[src/rtl/key_param_ctrl.sv]
// key_param_ctrl: turns debounced active-low key pulses into a parameter-edit /
// run-control state machine with two saturating (or wrapping) setpoints.
//
// Build option: define KEY_WRAP_EN to make INC/DEC wrap between MIN_VAL and
// MAX_VAL instead of saturating.
//
// Ports:
//   clk        system clock
//   rst        synchronous active-high reset
//   key_value  debounced keys, active-low, idle 4'b1111
//              bit0=MODE, bit1=INC, bit2=DEC, bit3=CONFIRM
//   mode       current state: 0 IDLE, 1 EDIT_A, 2 EDIT_B, 3 RUN
//   param_a    setpoint A
//   param_b    setpoint B
//   start      one-cycle pulse on entry to RUN
//   done       one-cycle pulse when RUN times out
//   busy       high while mode==RUN
module key_param_ctrl #(
    parameter int unsigned DW       = 8,
    parameter int unsigned MIN_VAL  = 1,
    parameter int unsigned MAX_VAL  = 100,
    parameter int unsigned STEP     = 5,
    parameter int unsigned INIT_A   = 20,
    parameter int unsigned INIT_B   = 50,
    parameter int unsigned RUN_TIME = 1000
) (
    input  logic          clk,
    input  logic          rst,
    input  logic [3:0]    key_value,
    output logic [1:0]    mode,
    output logic [DW-1:0] param_a,
    output logic [DW-1:0] param_b,
    output logic          start,
    output logic          done,
    output logic          busy
);

    localparam int unsigned AW = DW + 1;
    localparam int unsigned CW = $clog2(RUN_TIME);

    localparam logic [AW-1:0] MAX_W  = AW'(MAX_VAL);
    localparam logic [AW-1:0] MIN_W  = AW'(MIN_VAL);
    localparam logic [AW-1:0] STEP_W = AW'(STEP);
    localparam logic [DW-1:0] MAX_P  = DW'(MAX_VAL);
    localparam logic [DW-1:0] MIN_P  = DW'(MIN_VAL);
    localparam logic [DW-1:0] STEP_P = DW'(STEP);
    localparam logic [DW-1:0] INIT_A_P = DW'(INIT_A);
    localparam logic [DW-1:0] INIT_B_P = DW'(INIT_B);
    localparam logic [CW-1:0] LAST_CNT = CW'(RUN_TIME - 1);

    typedef enum logic [1:0] {
        IDLE   = 2'd0,
        EDIT_A = 2'd1,
        EDIT_B = 2'd2,
        RUN    = 2'd3
    } state_t;

    state_t        state, state_n;
    logic [3:0]    key_d;
    logic [3:0]    ev;
    logic [CW-1:0] cnt, cnt_n;
    logic [DW-1:0] a_n, b_n;
    logic          start_n, done_n, busy_n;

    logic [DW-1:0] sel;
    logic [AW-1:0] sel_ext, inc_sum;
    logic [DW-1:0] inc_res, dec_res;

    // Falling edge of an active-low key = one event per press
    assign ev   = key_d & ~key_value;
    assign mode = state;

    // INC/DEC result for whichever setpoint is being edited
    always_comb begin
        sel     = (state == EDIT_B) ? param_b : param_a;
        sel_ext = {1'b0, sel};
        inc_sum = sel_ext + STEP_W;
`ifdef KEY_WRAP_EN
        inc_res = (inc_sum > MAX_W) ? MIN_P : inc_sum[DW-1:0];
        dec_res = (sel_ext < (MIN_W + STEP_W)) ? MAX_P : (sel - STEP_P);
`else
        inc_res = (inc_sum > MAX_W) ? MAX_P : inc_sum[DW-1:0];
        dec_res = (sel_ext < (MIN_W + STEP_W)) ? MIN_P : (sel - STEP_P);
`endif
    end

    // State register and registered outputs
    always_ff @(posedge clk) begin
        if (rst) begin
            state   <= IDLE;
            key_d   <= 4'b1111;
            cnt     <= '0;
            param_a <= INIT_A_P;
            param_b <= INIT_B_P;
            start   <= 1'b0;
            done    <= 1'b0;
            busy    <= 1'b0;
        end else begin
            state   <= state_n;
            key_d   <= key_value;
            cnt     <= cnt_n;
            param_a <= a_n;
            param_b <= b_n;
            start   <= start_n;
            done    <= done_n;
            busy    <= busy_n;
        end
    end

    // Next state; only the highest-priority event acts (MODE > INC > DEC > CONFIRM)
    always_comb begin
        state_n = state;
        cnt_n   = cnt;
        a_n     = param_a;
        b_n     = param_b;
        start_n = 1'b0;
        done_n  = 1'b0;
        busy_n  = 1'b0;

        if (state == RUN) begin
            cnt_n = cnt + CW'(1);
            if (ev[0]) begin
                state_n = IDLE;             // abort wins over timeout
            end else if (cnt == LAST_CNT) begin
                state_n = IDLE;
                done_n  = 1'b1;
            end
        end else if (ev[0]) begin
            case (state)
                IDLE:    state_n = EDIT_A;
                EDIT_A:  state_n = EDIT_B;
                default: state_n = IDLE;
            endcase
        end else if (ev[1] || ev[2]) begin
            // IDLE ignores INC/DEC; lower-priority events are dropped regardless
            if (state == EDIT_A) begin
                a_n = ev[1] ? inc_res : dec_res;
            end else if (state == EDIT_B) begin
                b_n = ev[1] ? inc_res : dec_res;
            end
        end else if (ev[3]) begin
            state_n = RUN;
            start_n = 1'b1;
            cnt_n   = '0;
        end

        busy_n = (state_n == RUN);
    end

endmodule

[config.mk]
export PLATFORM = sky130hd
export DESIGN_NAME = key_param_ctrl
export DESIGN_NICKNAME = d
export VERILOG_FILES = /design/src/rtl/key_param_ctrl.sv
export SDC_FILE = /design/constraint.sdc
export NUM_CORES = 1
export LEC_CHECK = 0
export ABC_AREA = 1
export BUFFER_PORTS_ARGS = -buffer_cell sky130_fd_sc_hd__buf_2
export CAP_MARGIN = 20
export CORE_MARGIN = 2
export CORE_UTILIZATION = 40
export DETAILED_ROUTE_END_ITERATION = 7
export PLACE_DENSITY = 0.55
export SLEW_MARGIN = 20
export SYNTH_ARGS = -nofsm -noshare
export SYNTH_HDL_FRONTEND = slang
export SYNTH_SLANG_ARGS = --single-unit
[constraint.sdc]
create_clock -name clk -period 2.4 [get_ports clk]
set_input_delay 0.12 -clock clk [delete_from_list [all_inputs] [get_ports clk]]
set_output_delay 0.12 -clock clk [all_outputs]
set_load 0.05 [all_outputs]
==> run summary, run 1 <==
Core area: 5040 um^2
Rel. slew slack: 62.3%
Vias: 2,013
Final Setup Violations: 0
Grt ovf: 0
Cts repair resizes: 0
GP Congestion: 0.858
Synth cell types: 31
Wirelength per Cell: 12.0 um
Share of the synthesized area in the top cell type: 33.9%
Layout Nets: 349
Maximum VDD drop: 334 uV
Row count: 26
Setup ws final: 0.357 ns
Hold depth: 3
Initial Util: 41.0%
Max-cap violations: 0
Status: completed
Min-delay src: key_value[1]
DR pass1 iterations: 4
Post-synthesis sequential area ratio: 33.9%
CP max FO: 14
Vias in the first global route: 1,919
Final TNS setup: 0 ns
N_diodes: 0
Average size of a mapped cell: 6.59 um^2
Cts-stage hold buffer count: 0
Required time worst endpoint: 2.59 ns
PortBufs: 26
ANT nets after route: 0
Power, Total: 1.58 mW
Die Area: 5760 um^2
RSZ-0062 raised after global routing: no
Critical path launch point type: flop
Post-Syn Nets: 322
Part of the power in registers: 39.7%
Fin cells: 412
Clk_lat worst skew: 0.29 ns
Comb power frac: 25.5%
Slew at the pin closest to its max-slew limit: 0.565 ns
Synthesis warning total: 0
Area contributors post-synth: dfxtp_1 34%, nand2_1 15%, inv_1 8.3%
Leakage power: 1.13 nW
H-tree depth: 2
Worst-path clk slew: 0.08 ns
Synth Register Bits: 35
CTS Buf Count: 5
Total internal power: 1.05 mW
Initial drt markers: 169
Dpl ws: 0.384 ns
Sw frac: 33.3%
Max Fclk: 489 MHz
Share of layout cells above drive strength 1: 20.8%
Total wire length: 4950 um
Mapped cell area: 2070 um^2
Hold Crit Class: in2reg
R2r startpoint: mode[1]
First-pass GRT wire length: 8640 um
Kind of critical path: reg2reg
NetSw: 526 uW
Path depth of the worst reg2reg path: 11
Antenna violations before repair: 0
Hold Fails Final Rpt: 0
CTS Buffer Depth: 2
Area growth from synthesis to layout: 14.2%
Mapped Cells: 314
Post-DP HPWL: 3790 um
Critical path startpoint: mode[1]
Ports: 27
Async SR Flop Fraction: 0%
Fin crit period: 2.04 ns
Tcrit/Tclk final: 85.1%
EDFF count, synth: 0
CTS tree: done
Post-synth top cells: 81 x nand2_1, 46 x inv_1, 35 x dfxtp_1, 29 x nand3_1, 27 x nor2_1
CP Data Arrival Time: 2.23 ns
Die H: 75.9 um
GRT Util Overall: 18.4%
P per Cell Area: 669 nW/um^2
Inst Count DP: 404
Residual DRC: 0
Worst clock skew: 0.00966 ns
Vias per Instance: 4.89
Fin. max-slew vios: 0
Yosys top cell by area: dfxtp_1
Clock sinks: 35
Part of the power in the clock network: 34.9%
Crit end category: flop
Post-synth top flop: dfxtp_1
Most frequent cell after synthesis: nand2_1
Root Buffer: clkbuf_8
Pin count of the biggest net entering global routing: 31
Post-CTS Repair Setup Buffers: 0
DIE WIDTH: 75.9 um
-- through the flow --
stage	util [%]	hold slack, ns	instance area, um^2
floorplan	-	0.217	2070
global placement	44.5	0.305	2240
detailed placement	44.5	0.307	2240
CTS	46.8	0.00981	2360
global route	46.8	0.0253	2360
finish	46.8	0.0137	2360
-- per-layer routing --
metal,track usage [%],part of all wire [%]
met4,6.18,0.93
met2,33.2,52
met5,0,0
met3,3.69,3.9
met1,21.6,43
-- power by group through the flow --
stage                     clock [mW]  sequential, mW  combinational [mW]
after floorplan                    0           0.706               0.261
after global placement             0           0.641               0.407
after detailed placement           0           0.641               0.402
after CTS                      0.568           0.627               0.404
after global routing           0.596           0.631               0.445
final                          0.551           0.627               0.403
-- cell families after synthesis --
| family | count (synthesis) | share of synthesized area [%] |
|---|---|---|
| and+or+nand+nor | 174 | 39.8 |
| AOI/OAI and AO/OA | 46 | 13.7 |
| adders and majority gates | 2 | 1.21 |
| buffers and inverters | 57 | 11.4 |
| DFF | 35 | 33.9 |
-- area by class of cell --
class	instances	area [um^2]
clock inverters	2	35.0
well taps	70	87.6
inverters	50	188
repair buffers	27	138
clock buffers	6	82.6
multi-input cells	222	1130
flip-flops and latches	35	701
fillers	527	2680
-- critical path: stages (launching register included) --
cell,delay (ns)
dfxtp_1,0.52
nand2_4,0.20
o21ai_2,0.32
nand2_2,0.10
nor2_2,0.17
nand3_2,0.10
nand2_2,0.12
inv_2,0.06
a21oi_2,0.13
nand3_1,0.10
nand2_1,0.08
inv_1,0.03
-- layout by cell type, fill, tap and decap left out, types with 2 or more instances in the layout --
cell	Yosys	routed
nor3_1	5	5
nand3_2	2	2
a22oi_1	2	2
a221oi_1	4	4
nand2_2	10	10
clkbuf_8	0	6
inv_2	3	3
nor2_2	3	3
nor2_1	27	27
inv_1	46	46
nand2_1	81	81
or2_2	4	4
o21ai_0	12	12
nand2_4	7	7
nor4_1	2	2
o21ai_2	4	4
ha_1	2	2
a211oi_1	2	2
a21oi_1	17	17
nand4_1	3	3
nand3_1	29	29
buf_2	2	26
a21oi_2	2	2
dfxtp_1	35	35
-- worst paths after layout --
check          endpoint  slack (ns)
max reg2reg  param_a[5]        0.36
min reg2reg      cnt[9]        0.48
max          param_a[5]        0.36
min            key_d[1]        0.01
-- sequential cells by signal (all words and copies together), names as in the netlist --
| signal | count |
|---|---|
| done | 1 |
| cnt | 10 |
| mode | 2 |
| start | 1 |
| param_b | 8 |
| param_a | 8 |
| key_d | 4 |
| busy | 1 |
Note: power is estimated with default switching activity, not from simulation.
==> run 2: changes to the inputs <==
--- a/config.mk
+++ b/config.mk
@@ -5,13 +5,14 @@
 export SDC_FILE = /design/constraint.sdc
 export NUM_CORES = 1
 export LEC_CHECK = 0
-export ABC_AREA = 1
 export BUFFER_PORTS_ARGS = -buffer_cell sky130_fd_sc_hd__buf_2
 export CAP_MARGIN = 20
+export CELL_PAD_IN_SITES_DETAIL_PLACEMENT = 0
+export CELL_PAD_IN_SITES_GLOBAL_PLACEMENT = 1
 export CORE_MARGIN = 2
 export CORE_UTILIZATION = 40
 export DETAILED_ROUTE_END_ITERATION = 7
-export PLACE_DENSITY = 0.55
+export PLACE_DENSITY = 0.71
 export SLEW_MARGIN = 20
 export SYNTH_ARGS = -nofsm -noshare
 export SYNTH_HDL_FRONTEND = slang
==> run 2 against run 1 <==
Against the previous run: sequential share of layout area decreased by 1.0 points; clock-buffer cell count unchanged; critical path depth decreased by 4; global-route usage increased by 2.2 points; routed wire length increased by 14%; area after synthesis decreased by 0.12%; critical endpoint unchanged; largest cell class unchanged; largest power group unchanged.
==> run summary, run 2 <==
Die H: 75.9 um (about the same)
Vias: 2,014 (+0.050%)
Crit end category: flop
H-tree depth: 2 (unchanged)
DIE WIDTH: 75.9 um (about the same)
Commonest non-fill, non-tap cell in the layout: nand2_1
Wirelength per Cell: 15.6 um (+30%)
Hold depth: 2 (-1)
Placed standard-cell area: 2280 um^2 (+1.6%)
Synthesis warning total: 0 (unchanged)
PortBufs: 26 (unchanged)
R2r endpoint: param_a[5]
Buf/Inv on CP: 1 (-1)
Max-cap violations: 0 (unchanged)
RSZ-0062 raised after global routing: no
Final Setup Violations: 0 (unchanged)
CTS Buffer Depth: 2 (unchanged)
DR pass1 iterations: 5 (+1)
Vias in the first global route: 1,664 (-13%)
Largest registers: cnt (10), param_a (8), param_b (8)
Crit path max-delay family: compound AO/OA/AOI/OAI gates
Most frequent cells in the layout: 37 x nand2_1, 33 x dfxtp_1, 26 x buf_2
Inst Count DP: 348 (-14%)
Area growth from synthesis to layout: 18.9%
Fin. max-slew vios: 0 (unchanged)
Yosys top cell by area: dfxtp_1
First-pass GRT wire length: 8780 um (+1.6%)
Final Cell Area: 2460 um^2 (+4.0%)
Worst-path clk slew: 0.07 ns (about the same)
Core area: 5040 um^2 (unchanged)
Share of the synthesized area in the top cell type: 33.9% (+0.041 points)
Worst clock skew: 0.00558 ns (-0.00408 ns)
Slowest-stage cell, CP: dfxtp_2
Path depth of the worst reg2reg path: 7 (-4)
Max Fclk: 445 MHz (-9.1%)
Layout Nets: 297 (-15%)
Area contributors post-synth: dfxtp_1 34%, nand2_1 6.7%, mux2i_1 5.8%
Initial Util: 41.0% (-0.050 points)
Critical Path Max Stage Delay: 0.44 ns (-0.08 ns)
Clock sinks: 35 (unchanged)
Most frequent cell after synthesis: nand2_1
Clk_lat worst skew: 0.29 ns (about the same)
R2r startpoint: mode[1]
Hold Slack: 0.0351 ns (+0.0214 ns)
Status: completed
Post-synth top flop: dfxtp_1
Post-Syn Nets: 264 (-18%)
Grt ovf: 0 (unchanged)
Initial drt markers: 138 (-18%)
Post-synthesis sequential area ratio: 33.9% (+0.041 points)
Post-synth top cells: 37 x nand2_1, 35 x dfxtp_1, 20 x a21oi_1, 20 x nor2_1, 20 x o21ai_0
Slew at the pin closest to its max-slew limit: 0.652 ns (+0.0871 ns)
Reg2Reg Setup Slack: 0.15 ns (-0.20 ns)
Hold worst-path end: key_d[0]
Hold Crit Class: in2reg
Antenna violations before repair: 0 (unchanged)
Largest register FFs: 10 (unchanged)
Maximum VDD drop: 318 uV (-4.8%)
Fin crit period: 2.25 ns (+0.205 ns)
Share of layout cells above drive strength 1: 22.1% (+1.3 points)
GP Congestion: 0.881 (+2.6%)
Min-delay src: key_value[0]
Async SR Flop Fraction: 0% (unchanged)
CTS Buf Count: 5 (unchanged)
Leakage power: 0.986 nW (-13%)
Residual DRC: 0 (unchanged)
Rel. slew slack: 56.1% (-6.3 points)
GRT Util Overall: 20.5% (+2.2 points)
Total wire length: 5630 um (+14%)
Die Area: 5760 um^2 (-0.11%)
Ports: 27 (unchanged)
Crit path cell chain: nor2b_2 > mux2_2 > o21ai_0 > buf_4 > xor2_1 > o31ai_1 > a31oi_1
ANT nets after route: 0 (unchanged)
Tcrit/Tclk final: 93.7% (+8.5 points)
P per Cell Area: 679 nW/um^2 (+1.4%)
Post-DP HPWL: 4010 um (+5.9%)
Hold Fails Final Rpt: 0 (unchanged)
CP Data Arrival Time: 2.41 ns (+0.18 ns)
Critical path launch point type: flop
Average size of a mapped cell: 8.07 um^2 (+23%)
CTS tree: done
Root Buffer: clkbuf_8
Mapped Cells: 256 (-18%)
Required time worst endpoint: 2.56 ns (-0.03 ns)
Synth cell types: 47 (+52%)
Fill count: 517 (-1.9%)
Kind of critical path: reg2reg
Pin count of the biggest net entering global routing: 29 (-6.5%)
Mapped cell area: 2070 um^2 (-0.12%)
Row count: 26 (unchanged)
EDFF count, synth: 0 (unchanged)
Synth Register Bits: 35 (unchanged)
CP max FO: 10 (-4)
N_diodes: 0 (unchanged)
Final TNS setup: 0 ns (unchanged)
Most flop-heavy register: cnt
Fin cells: 360 (-13%)
Vias per Instance: 5.59 (+15%)
run 2: cell count changes in the layout (fill, tap and decap cells not counted), sizes merged, moves of 4 or more:
cell / previous run / this run
nand2: 98 / 37
a311oi: 0 / 7
nor2b: 0 / 4
a31oi: 0 / 8
buf: 27 / 39
xnor2: 0 / 5
nand3: 31 / 8
nor2: 31 / 20
inv: 49 / 6
o21ai: 17 / 21
a221oi: 4 / 0
mux2i: 0 / 12
o31ai: 0 / 5
run 2: final cells by class:
type	count	area [um^2]	share of cell area (%)
inverter	6	22.5	0.917
sequential	35	703	28.6
timing repair buffer	39	228	9.27
clock inverter	2	60.1	2.45
tap	70	87.6	3.57
clock buffer	6	72.6	2.95
multi-input combinational	202	1280	52.2
run 2: power breakdown:
| group | internal [mW] | switching (mW) | leakage [nW] |
|---|---|---|---|
| registers | 0.606 | 0.0328 | 0.286 |
| logic | 0.137 | 0.255 | 0.634 |
| clock network | 0.415 | 0.221 | 0.0654 |
run 2: how the worst max path moves through the flow:
stage	end	depth (start not counted)	from
detailed placement	param_b[0]	6	mode[1]
finish	param_a[5]	7	mode[1]
global route	param_b[4]	7	mode[1]
CTS	param_a[4]	7	mode[1]
floorplan	param_a[5]	8	mode[1]
global placement	param_a[4]	7	mode[1]
run 2: cells by family after synthesis:
kind of cell	after synthesis	synth area share, %
buffers and inverters	19	4.66
DFF	35	33.9
xor gates and xnor gates	6	2.54
adders and majority gates	2	1.21
and+or+nand+nor	97	23.3
AOI/OAI and AO/OA	82	26.8
muxes	15	7.63
run 2: stage by stage:
step                worst slack, ns  util, %  total power [mW]
floorplan                    0.0645        -             0.938
CTS                          0.0817     47.8              1.67
global route                 0.0187     48.7              1.75
finish                        0.152     48.7              1.67
detailed placement            0.126     45.2              1.03
global placement              0.138     45.2              1.03
run 2: repair_timing:
item / in CTS / in global routing
gates resized for setup: 0 / 4
buffers inserted: 0 / 4
setup endpoints to repair: 0 / 8
hold buffers: 0 / 0
run 2: routing by layer:
metal | vias up | GRT usage, % | wire length (um)
met4 | 0 | 7.02 | 50
met3 | 4 | 5.42 | 249
met1 | 955 | 32.0 | 2940
li1 | 1012 | - | -
met2 | 43 | 26.5 | 2390
met5 | - | 0 | 0
==> run 3: changes to the inputs <==
--- a/config.mk
+++ b/config.mk
@@ -9,7 +9,6 @@
 export CAP_MARGIN = 20
 export CELL_PAD_IN_SITES_DETAIL_PLACEMENT = 0
 export CELL_PAD_IN_SITES_GLOBAL_PLACEMENT = 1
-export CORE_MARGIN = 2
 export CORE_UTILIZATION = 40
 export DETAILED_ROUTE_END_ITERATION = 7
 export PLACE_DENSITY = 0.71
==> constraint.sdc (replaced) <==
create_clock -name clk -period 2.3 [get_ports clk]
set_input_delay 0.115 -clock clk [delete_from_list [all_inputs] [get_ports clk]]
set_output_delay 0.115 -clock clk [all_outputs]
set_load 0.05 [all_outputs]
==> run 3 against run 2 <==
Against the previous run: first-iteration DRC count down 10%; hold slack got worse by 0.0041 ns; combinational power increased by 6.6%; routed wire length is 0.64% higher; fmax grew 5.1%; critical path depth decreased by 1; die area shrank 5.2%; global-route usage is 1.9 points higher.
==> run summary, run 3 (same netlist as run 2, synthesis figures left out) <==
Status: completed
Part of the power in registers: 39.7% (+1.4 points)
Most flop-heavy register: cnt
Hold Crit Class: in2reg
N_diodes: 0 (unchanged)
Tcrit/Tclk final: 93.0% (-0.64 points)
Reg2Reg Setup Slack: 0.16 ns (about the same)
Final TNS setup: 0 ns (unchanged)
Final Cell Area: 2440 um^2 (-0.61%)
Worst-path clk slew: 0.07 ns (about the same)
GP Congestion: 0.918 (+4.2%)
Crit end category: flop
Pin count of the biggest net entering global routing: 18 (-38%)
Critical Path Max Stage Delay: 0.64 ns (+0.20 ns)
Path depth of the worst reg2reg path: 6 (-1)
Most frequent cells in the layout: 37 x nand2_1, 33 x dfxtp_1, 26 x buf_2
ANT nets after route: 0 (unchanged)
Rel. slew slack: 64.0% (+8.0 points)
Core area: 4850 um^2 (-3.8%)
CP Data Arrival Time: 2.36 ns (-0.05 ns)
Fill count: 504 (-2.5%)
Ports: 27 (unchanged)
Initial drt markers: 124 (-10%)
Clk_lat worst skew: 0.29 ns (about the same)
Cts-stage hold buffer count: 0 (unchanged)
Total internal power: 1.13 mW (-2.4%)
PortBufs: 26 (unchanged)
Row count: 25 (-3.8%)
Final core utilization: 50.3% (+1.6 points)
Comb power frac: 25.1% (+1.6 points)
Vias: 2,008 (-0.30%)
Placed standard-cell area: 2320 um^2 (+1.8%)
R2r startpoint: mode[0]
R2r endpoint: param_b[7]
Fin crit period: 2.14 ns (-0.108 ns)
Die H: 73.9 um (-2.6%)
Post-CTS Repair Setup Buffers: 0 (unchanged)
Slowest-stage cell, CP: or4b_2
Vias in the first global route: 1,801 (+8.2%)
Clock sinks: 35 (unchanged)
Final Setup Violations: 0 (unchanged)
Hold Fails Final Rpt: 0 (unchanged)
Critical path startpoint: mode[0]
Largest register FFs: 10 (unchanged)
Post-DP HPWL: 4220 um (+5.3%)
RSZ-0062 raised after global routing: no
Critical Path Sink: param_b[7]
Antenna violations before repair: 0 (unchanged)
CP max FO: 11 (+1)
Largest registers: cnt (10), param_a (8), param_b (8)
Reg area: 703 um^2 (unchanged)
Slew at the pin closest to its max-slew limit: 0.539 ns (-0.114 ns)
Initial Util: 42.6% (+1.6 points)
Fin. max-slew vios: 0 (unchanged)
Required time worst endpoint: 2.52 ns (-0.04 ns)
Commonest non-fill, non-tap cell in the layout: nand2_1
Worst clock skew: 0.00717 ns (+0.00159 ns)
Die Area: 5460 um^2 (-5.2%)
Grt ovf: 0 (unchanged)
P per Cell Area: 683 nW/um^2 (+0.58%)
Share of layout cells above drive strength 1: 21.9% (-0.15 points)
CTS Buf Count: 5 (unchanged)
H-tree depth: 2 (unchanged)
Layout Nets: 299 (+0.67%)
NetSw: 536 uW (+5.4%)
CTS tree: done
Residual DRC: 0 (unchanged)
Max-cap violations: 0 (unchanged)
Part of the power in the clock network: 35.1% (-3.1 points)
GRT Util Overall: 22.5% (+1.9 points)
Maximum VDD drop: 373 uV (+17%)
Vias per Instance: 5.59 (about the same)
Total wire length: 5670 um (+0.64%)
Area growth from synthesis to layout: 18.2%
Power, Total: 1.67 mW (about the same)
Kind of critical path: reg2reg
First-pass GRT wire length: 9080 um (+3.5%)
DIE WIDTH: 73.9 um (-2.6%)
Crit path cell chain: or4b_2 > o31a_1 > a211oi_1 > xnor2_1 > nand3_1 > a21oi_1
Sw frac: 32.1% (+1.7 points)
DR pass1 iterations: 4 (-1)
Multi-input logic area: 1270 um^2 (-0.88%)
Critical path launch point type: flop
Wirelength per Cell: 15.8 um (+0.92%)
CTS Buffer Depth: 2 (unchanged)
Root Buffer: clkbuf_8
Max Fclk: 467 MHz (+5.1%)
Leakage power: 0.994 nW (+0.83%)
==> run 3: cell count changes in the layout (fill, tap and decap cells not counted), sizes merged <==
cell,previous run,this run
clkinv,0,1
buf,39,41
bufinv,2,1
==> run 3: layer usage <==
layer / part of all wire [%] / vias to the layer above / routed length (um) / global-route usage [%]
met4: 1.2 / 0 / 68 / 6.62
met2: 41 / 50 / 2330 / 31.6
met1: 54 / 930 / 3030 / 34.1
met5: 0 / - / 0 / 0
li1: - / 1022 / - / -
met3: 4.1 / 6 / 233 / 4.12
==> run 3: worst min path at each step <==
stage,from,end,cells after the start
floorplan,key_value[0],key_d[0],1
CTS,key_value[3],key_d[3],3
global route,key_value[0],key_d[0],2
global placement,key_value[3],key_d[3],3
finish,key_value[3],key_d[3],3
detailed placement,key_value[1],key_d[1],2
==> run 3: final cells by class <==
cell class | instances | share of cell area, %
sequential | 35 | 28.8
multi-input combinational | 202 | 52.1
timing repair buffer | 41 | 9.94
inverter | 6 | 0.923
tap | 67 | 3.43
clock buffer | 6 | 3.38
clock inverter | 2 | 1.44
==> run 3: power by group through the flow <==
| stage | Combinational [mW] | Clock [mW] | Sequential, mW |
|---|---|---|---|
| floorplan | 0.241 | 0 | 0.738 |
| global placement | 0.417 | 0 | 0.675 |
| detailed placement | 0.413 | 0 | 0.676 |
| CTS | 0.415 | 0.600 | 0.662 |
| global route | 0.452 | 0.615 | 0.668 |
| finish | 0.418 | 0.585 | 0.662 |
==> run 3: critical path, delay by kind of cell, from the launching register on <==
family	cells	cell delay, ns
and+or+nand+nor	2	0.76
AOI/OAI and AO/OA	3	0.71
xor gates and xnor gates	1	0.22
DFF	1	0.38
==> run 3: metrics by stage <==
stage | setup WS (ns) | cells | hold slack (ns)
final | 0.160 | 359 | 0.0311
after global routing | 0.00265 | 359 | 0.0333
after CTS | 0.0956 | 359 | 0.0266
after detailed placement | 0.127 | 351 | 0.330
after global placement | 0.128 | 351 | 0.326
after floorplan | 0.00551 | 256 | 0.222
==> run 3: timing repair <==
item,in CTS,in global routing
setup endpoints to repair,0,4
hold endpoints to repair,0,0
resized for setup,0,1
